### src/rtl/genius_playback.sv
// Genius sequence playback: synchronises the divider toggle clocks, picks one as the step
// rate and lights one LED per sequence element with a dark gap between elements.
module genius_playback #(
    parameter int ADDR_W = 4
) (
    input  logic              clk_i,
    input  logic              r_i,
    input  logic              c025_i,
    input  logic              c05_i,
    input  logic              c1_i,
    input  logic              c2_i,
    input  logic [1:0]        speed_i,
    input  logic              start_i,
    input  logic              abort_i,
    input  logic [ADDR_W:0]   len_i,
    output logic [ADDR_W-1:0] seq_addr_o,
    input  logic [1:0]        seq_data_i,
    output logic [3:0]        led_o,
    output logic              busy_o,
    output logic              done_o
);

    typedef enum logic [2:0] {IDLE, WAIT, SHOW, GAP, DONE} state_t;

    localparam logic [ADDR_W:0]   MAX_LEN = {1'b1, {ADDR_W{1'b0}}};
    localparam logic [ADDR_W:0]   LEN_ONE = (ADDR_W+1)'(1);
    localparam logic [ADDR_W-1:0] IDX_ONE = ADDR_W'(1);

    state_t            state, state_n;
    logic [3:0]        div_raw, sync1, sync2, dly, rise;
    logic              tick;
    logic [1:0]        speed_q, speed_n;
    logic [ADDR_W:0]   len_q, len_n, len_clamped;
    logic [ADDR_W-1:0] idx, idx_n;
    logic [3:0]        led_n;
    logic              busy_n, done_n;
    logic              last_elem;

    function automatic logic [3:0] led_of(input logic [1:0] colour);
        return 4'b0001 << colour;
    endfunction

    assign div_raw = {c2_i, c1_i, c05_i, c025_i};

    // Edges are found per input ahead of the rate mux, so reselecting never fakes a tick.
    always_ff @(posedge clk_i) begin
        if (!r_i) begin
            sync1 <= '0;
            sync2 <= '0;
            dly   <= '0;
        end else begin
            sync1 <= div_raw;
            sync2 <= sync1;
            dly   <= sync2;
        end
    end

    assign rise        = sync2 & ~dly;
    assign tick        = rise[speed_q];
    assign len_clamped = (len_i > MAX_LEN) ? MAX_LEN : len_i;
    assign last_elem   = ({1'b0, idx} == (len_q - LEN_ONE));
    assign seq_addr_o  = idx;

    always_ff @(posedge clk_i) begin
        if (!r_i) begin
            state   <= IDLE;
            speed_q <= '0;
            len_q   <= '0;
            idx     <= '0;
            led_o   <= '0;
            busy_o  <= 1'b0;
            done_o  <= 1'b0;
        end else begin
            state   <= state_n;
            speed_q <= speed_n;
            len_q   <= len_n;
            idx     <= idx_n;
            led_o   <= led_n;
            busy_o  <= busy_n;
            done_o  <= done_n;
        end
    end

    always_comb begin
        state_n = state;
        speed_n = speed_q;
        len_n   = len_q;
        idx_n   = idx;
        led_n   = led_o;
        busy_n  = busy_o;
        done_n  = 1'b0;

        if (state != IDLE && abort_i) begin
            state_n = IDLE;
            idx_n   = '0;
            led_n   = '0;
            busy_n  = 1'b0;
        end else begin
            unique case (state)
                IDLE: begin
                    led_n  = '0;
                    busy_n = 1'b0;
                    // An abort in the same cycle suppresses the start request.
                    if (start_i && !abort_i) begin
                        speed_n = speed_i;
                        len_n   = len_clamped;
                        idx_n   = '0;
                        if (len_clamped != '0) begin
                            state_n = WAIT;
                            busy_n  = 1'b1;
                        end else begin
                            state_n = DONE;
                        end
                    end
                end
                WAIT: begin
                    if (tick) begin
                        led_n   = led_of(seq_data_i);
                        state_n = SHOW;
                    end
                end
                SHOW: begin
                    if (tick) begin
                        led_n = '0;
                        if (last_elem) begin
                            state_n = DONE;
                        end else begin
                            idx_n   = idx + IDX_ONE;
                            state_n = GAP;
                        end
                    end
                end
                GAP: begin
                    if (tick) begin
                        led_n   = led_of(seq_data_i);
                        state_n = SHOW;
                    end
                end
                DONE: begin
                    done_n  = 1'b1;
                    busy_n  = 1'b0;
                    led_n   = '0;
                    state_n = IDLE;
                end
                default: begin
                    state_n = IDLE;
                end
            endcase
        end
    end

endmodule

### config.mk
export PLATFORM = sky130hd
export DESIGN_NAME = genius_playback
export DESIGN_NICKNAME = d
export VERILOG_FILES = /design/src/rtl/genius_playback.sv
export SDC_FILE = /design/constraint.sdc
export NUM_CORES = 1
export LEC_CHECK = 0
export CORE_MARGIN = 2
export CORE_UTILIZATION = 53
export CTS_BUF_LIST = sky130_fd_sc_hd__clkbuf_8
export DETAILED_ROUTE_END_ITERATION = 7
export PLACE_DENSITY = 0.9
export SYNTH_ARGS = -nofsm -noshare
export SYNTH_HDL_FRONTEND = slang
export SYNTH_SLANG_ARGS = --single-unit
### constraint.sdc
create_clock -name clk_i -period 2.63 [get_ports clk_i]
set_input_delay 0.263 -clock clk_i [delete_from_list [all_inputs] [get_ports clk_i]]
set_output_delay 0.263 -clock clk_i [all_outputs]
set_load 0.01 [all_outputs]
==> results <==
- The flow ran to the end, and the final reports show no timing, DRC or antenna violations.
- The number of hold violations in the final report is 0.
- TritonCTS built the clock tree.
- The portion of the post-synthesis area used by sequential elements is 0.4495.
- The final routed DRC violation total is 0.
- The share of the synthesized area in the top cell type is 0.4495.
- The number of register bits inferred by synthesis is 32.
- The post-cts hold buffer count is 0.
- The transition time of the tightest slew-check pin is approximately 790 ps.
- The routability-driven placement congestion ratio is 0.8312.
- The dominant cell type by area after synthesis is dfxtp_1.
- The type of destination of the critical path is a flip-flop.
- The first detailed-routing pass ran for 4 iterations.
- The number of standard cells after synthesis is 153.
- By count the netlist is led by 32 x dfxtp_1, 19 x nand2_1, 13 x and2_1.
- Of the cells placed in the final design, the portion with a size suffix greater than 1 is 0.08242.
- The finished cells cover around 0.0018 mm².
- The row count is 18.
- Setup total negative slack on the finished layout was measured at 0 ps.
- The count of instances resized after the clock tree is built is 0.
- The multi-input combinational cell area is 743.2 µm².
- The half-perimeter wire length after detailed placement is 2.197 mm.
- For this run the aggregate overflow at the end of global routing stands at 0.
- The number of fillers in the final layout is 204.
- The dominant synthesized flop cell is dfxtp_1.
- The critical path ends at state[0].
- The number of cells on the worst reg-to-reg path is 7.
- The full die area is around 0.0031 mm².
- The number of antenna diodes in the final layout is 0.
- When the netlist entered floorplanning its net count stood at 172.
- The routed design has 3.069 mm of wire.
- The synthesized netlist contains between 40 and 50 unique library cells.
- During placement, the flow inserted port buffers numbering 26.
- The final core utilization is 0.7212.
- The clock period minus worst slack is 2292 ps.
- The clock passes through at most 2 buffers.
- The pin count of the biggest net entering global routing is 20.
- STA classifies the critical path startpoint as a flip-flop.
- The height of the die is roughly 56 µm.
- On the worst path, the slowest cell contributes a delay of ~700 ps.
- The tree built by TritonCTS fans out to 32 sinks.
- In this run the standard cell core region covers approximately 0.0025 mm².
- The origin of the worst setup path is len_q[0].
- The horizontal extent of the die is 55.86 µm.
- The cell area after synthesis is 0.001425 mm².
- The initial utilization of the core area, before any placement, comes to 0.5650.
- For flop-to-flop paths, the worst setup slack is roughly 340 ps.
- The number of max-slew violations in the final report is 0.
- The number of global-route vias before repair is 1227.
- After synthesis, the cell types taking the most area are dfxtp_1 45%, and2_1 5.7%, nand2_1 5.0%.
- In the finished design, the share of the clock period the worst path needs comes to 0.8713.
- The critical path depth is 7.
- The placed instances occupy a cell area of 0.001712 mm².
- The cell family contributing the most delay on the critical path is compound AO/OA/AOI/OAI gates.
- Registers take 640.6 µm².
- Traced cell by cell, the critical path runs through inv_1, ha_1, nand3b_1, a21o_1, a2111oi_2, a211oi_1, a31o_1.
- The endpoint of the most critical register-to-register path is state[0].
- The first global-routing pass estimated about 5.4 mm of wire.
- The worst path meets setup with 338.5 ps of slack.
- The clock root buffer master is clkbuf_8.
- During synthesis, Yosys emitted a total of 0 warnings.
- The final net count is 200.
- The routed via count divided by cell count is 5.788.
- In this run the tightest slew margin relative to its limit is 0.4699.
- OpenSTA, run right after detailed placement, puts the worst setup slack at 364.9 ps.
- For this design, the slowest cell found on the critical path is a2111oi_2.
- The total via count after detailed routing is 1227.
- The synthesized design contains 0 enable-type register cells.
- The maximum vdd drop is between 0.5 and 0.6 mV.
- The synthesized area per cell is 9.314 µm².
- The share of flip-flops with an asynchronous set or reset after synthesis is 0.
- The global-route usage over all layers is 0.2207.
- For the worst setup path, the data required time is about 2800 ps.
- Together, buffers and inverters on the worst path number 1.
- The post-CTS setup buffer count is 0.
- The number of clock buffers added by TritonCTS is 5.
- Setup repair after global routing left no endpoint under its margin.
- The critical path class is flip-flop to flip-flop.
- The number of antenna violations at the first check in global routing is 0.
- The insertion delay to the later sink of the worst-skew pair is 280 ps.
- The arrival time of the worst setup path is 2470 ps.
- The max-cap violation count is 0.
- The wire length per cell after detailed routing is roughly 14 µm.
- For this block, the initial DRC count from the detailed router was 34.
- Setup violations remaining at the end of the flow were counted as 0.
- The maximum clock frequency is 436.4 MHz.
- Along the worst path, the maximum fanout reaches 7.
- Yosys instantiated no cell more often than dfxtp_1.
- The maximum clock skew at final layout is 6.447 ps.
- The detail route stage leaves a number of antenna-violating nets equal to 0.
- The type of the most critical hold path is flip-flop to flip-flop.
- In this run the critical register-to-register path is launched from len_q[0].
- The maximum level of the CTS H-tree is 2.
- Dividing total power by cell area gives a power density of 669.1 mW/mm².
- The leakage power figure is 0.6330 nW.
- The total power consumption of the routed design is 0.001217 W.
- After clock tree synthesis, the clock-pin slew on the worst setup and hold paths is 60 ps.
- Pin placement for this block handled 27 I/O pins.
- The post-synthesis to final-layout area growth is 27.66%.
## worst min path at each step
stage                     slack (ps)  endpoint  startpoint  cells after the start
after floorplan                  390  sync1[0]      c025_i                      1
after global placement           420  sync2[0]    sync1[0]                      1
after detailed placement         420  sync2[0]    sync1[0]                      1
after CTS                        440  sync2[0]    sync1[0]                      1
after global routing             450  sync2[0]    sync1[0]                      1
final                            430  sync2[0]    sync1[0]                      1
## area by class of cell
class,count,area share
clock buffer,5,0.03783
timing repair buffer,28,0.1513
tap,30,0.02063
sequential,32,0.3521
multi-input combinational,110,0.4085
clock inverter,3,0.02132
inverter,4,0.008253
## stage by stage
step | std cells | hold WS, ps
after floorplan | 153 | 390.3
after global placement | 204 | 415.2
after detailed placement | 204 | 419.5
after CTS | 212 | 435.2
after global routing | 212 | 446.3
final | 212 | 433.3
## placed cells by master (no fill, tap or decap), types with 2 or more instances in the layout
cell type         n
ha_1              2
nand3b_1          5
nor2_1            8
nor2b_1           2
clkbuf_8          5
o22ai_1           2
a21boi_0          7
o21ai_0           3
clkdlybuf4s50_1  26
nand2_1          19
nor4bb_1          2
a21oi_1           6
and2_1           13
buf_4             2
nand2b_1          2
or3_1             4
xnor2_1           5
or4_1             3
inv_1             5
or4b_1            2
nor3_1            3
dfxtp_1          32
nor4_2            2
## registers in the layout (all words and copies together), names as in the netlist
name / count
busy_o: 1
state: 3
speed_q: 2
seq_addr_o: 4
sync2: 4
dly: 4
sync1: 4
done_o: 1
len_q: 5
led_o: 4
## power by group
group	leakage (nW)	internal, W	switching, W
logic	0.313	0.000106	0.000111
registers	0.261	0.000515	0.0000331
clock network	0.0593	0.000277	0.000176
total	0.633	0.000897	0.000320
## layer usage
metal	wire, µm	up-vias	track usage
li1	-	600	-
met1	1257	587	0.2307
met2	1617	29	0.3997
met3	106	11	0.05814
met4	87	0	0.1190
met5	0	-	0
## worst register-to-register path, delay by kind of cell, from the launching register on
family	cells	cell delay, ps
and+or+nand+nor	1	180
AOI/OAI and AO/OA	4	1300
DFF	1	390
buffers and inverters	1	70
adders and majority gates	1	250
## kinds of logic (layout without fill, tap and decap cells)
family,Yosys count,count (layout),share of synthesized area
simple gates,74,74,0.3248
flops,32,32,0.4495
compound gates,28,28,0.1414
mux,1,1,0.007024
buf+inv,11,40,0.02897
xor+xnor,5,5,0.03073
fa+ha+maj,2,2,0.01756
(Power assumes the default switching activity.)
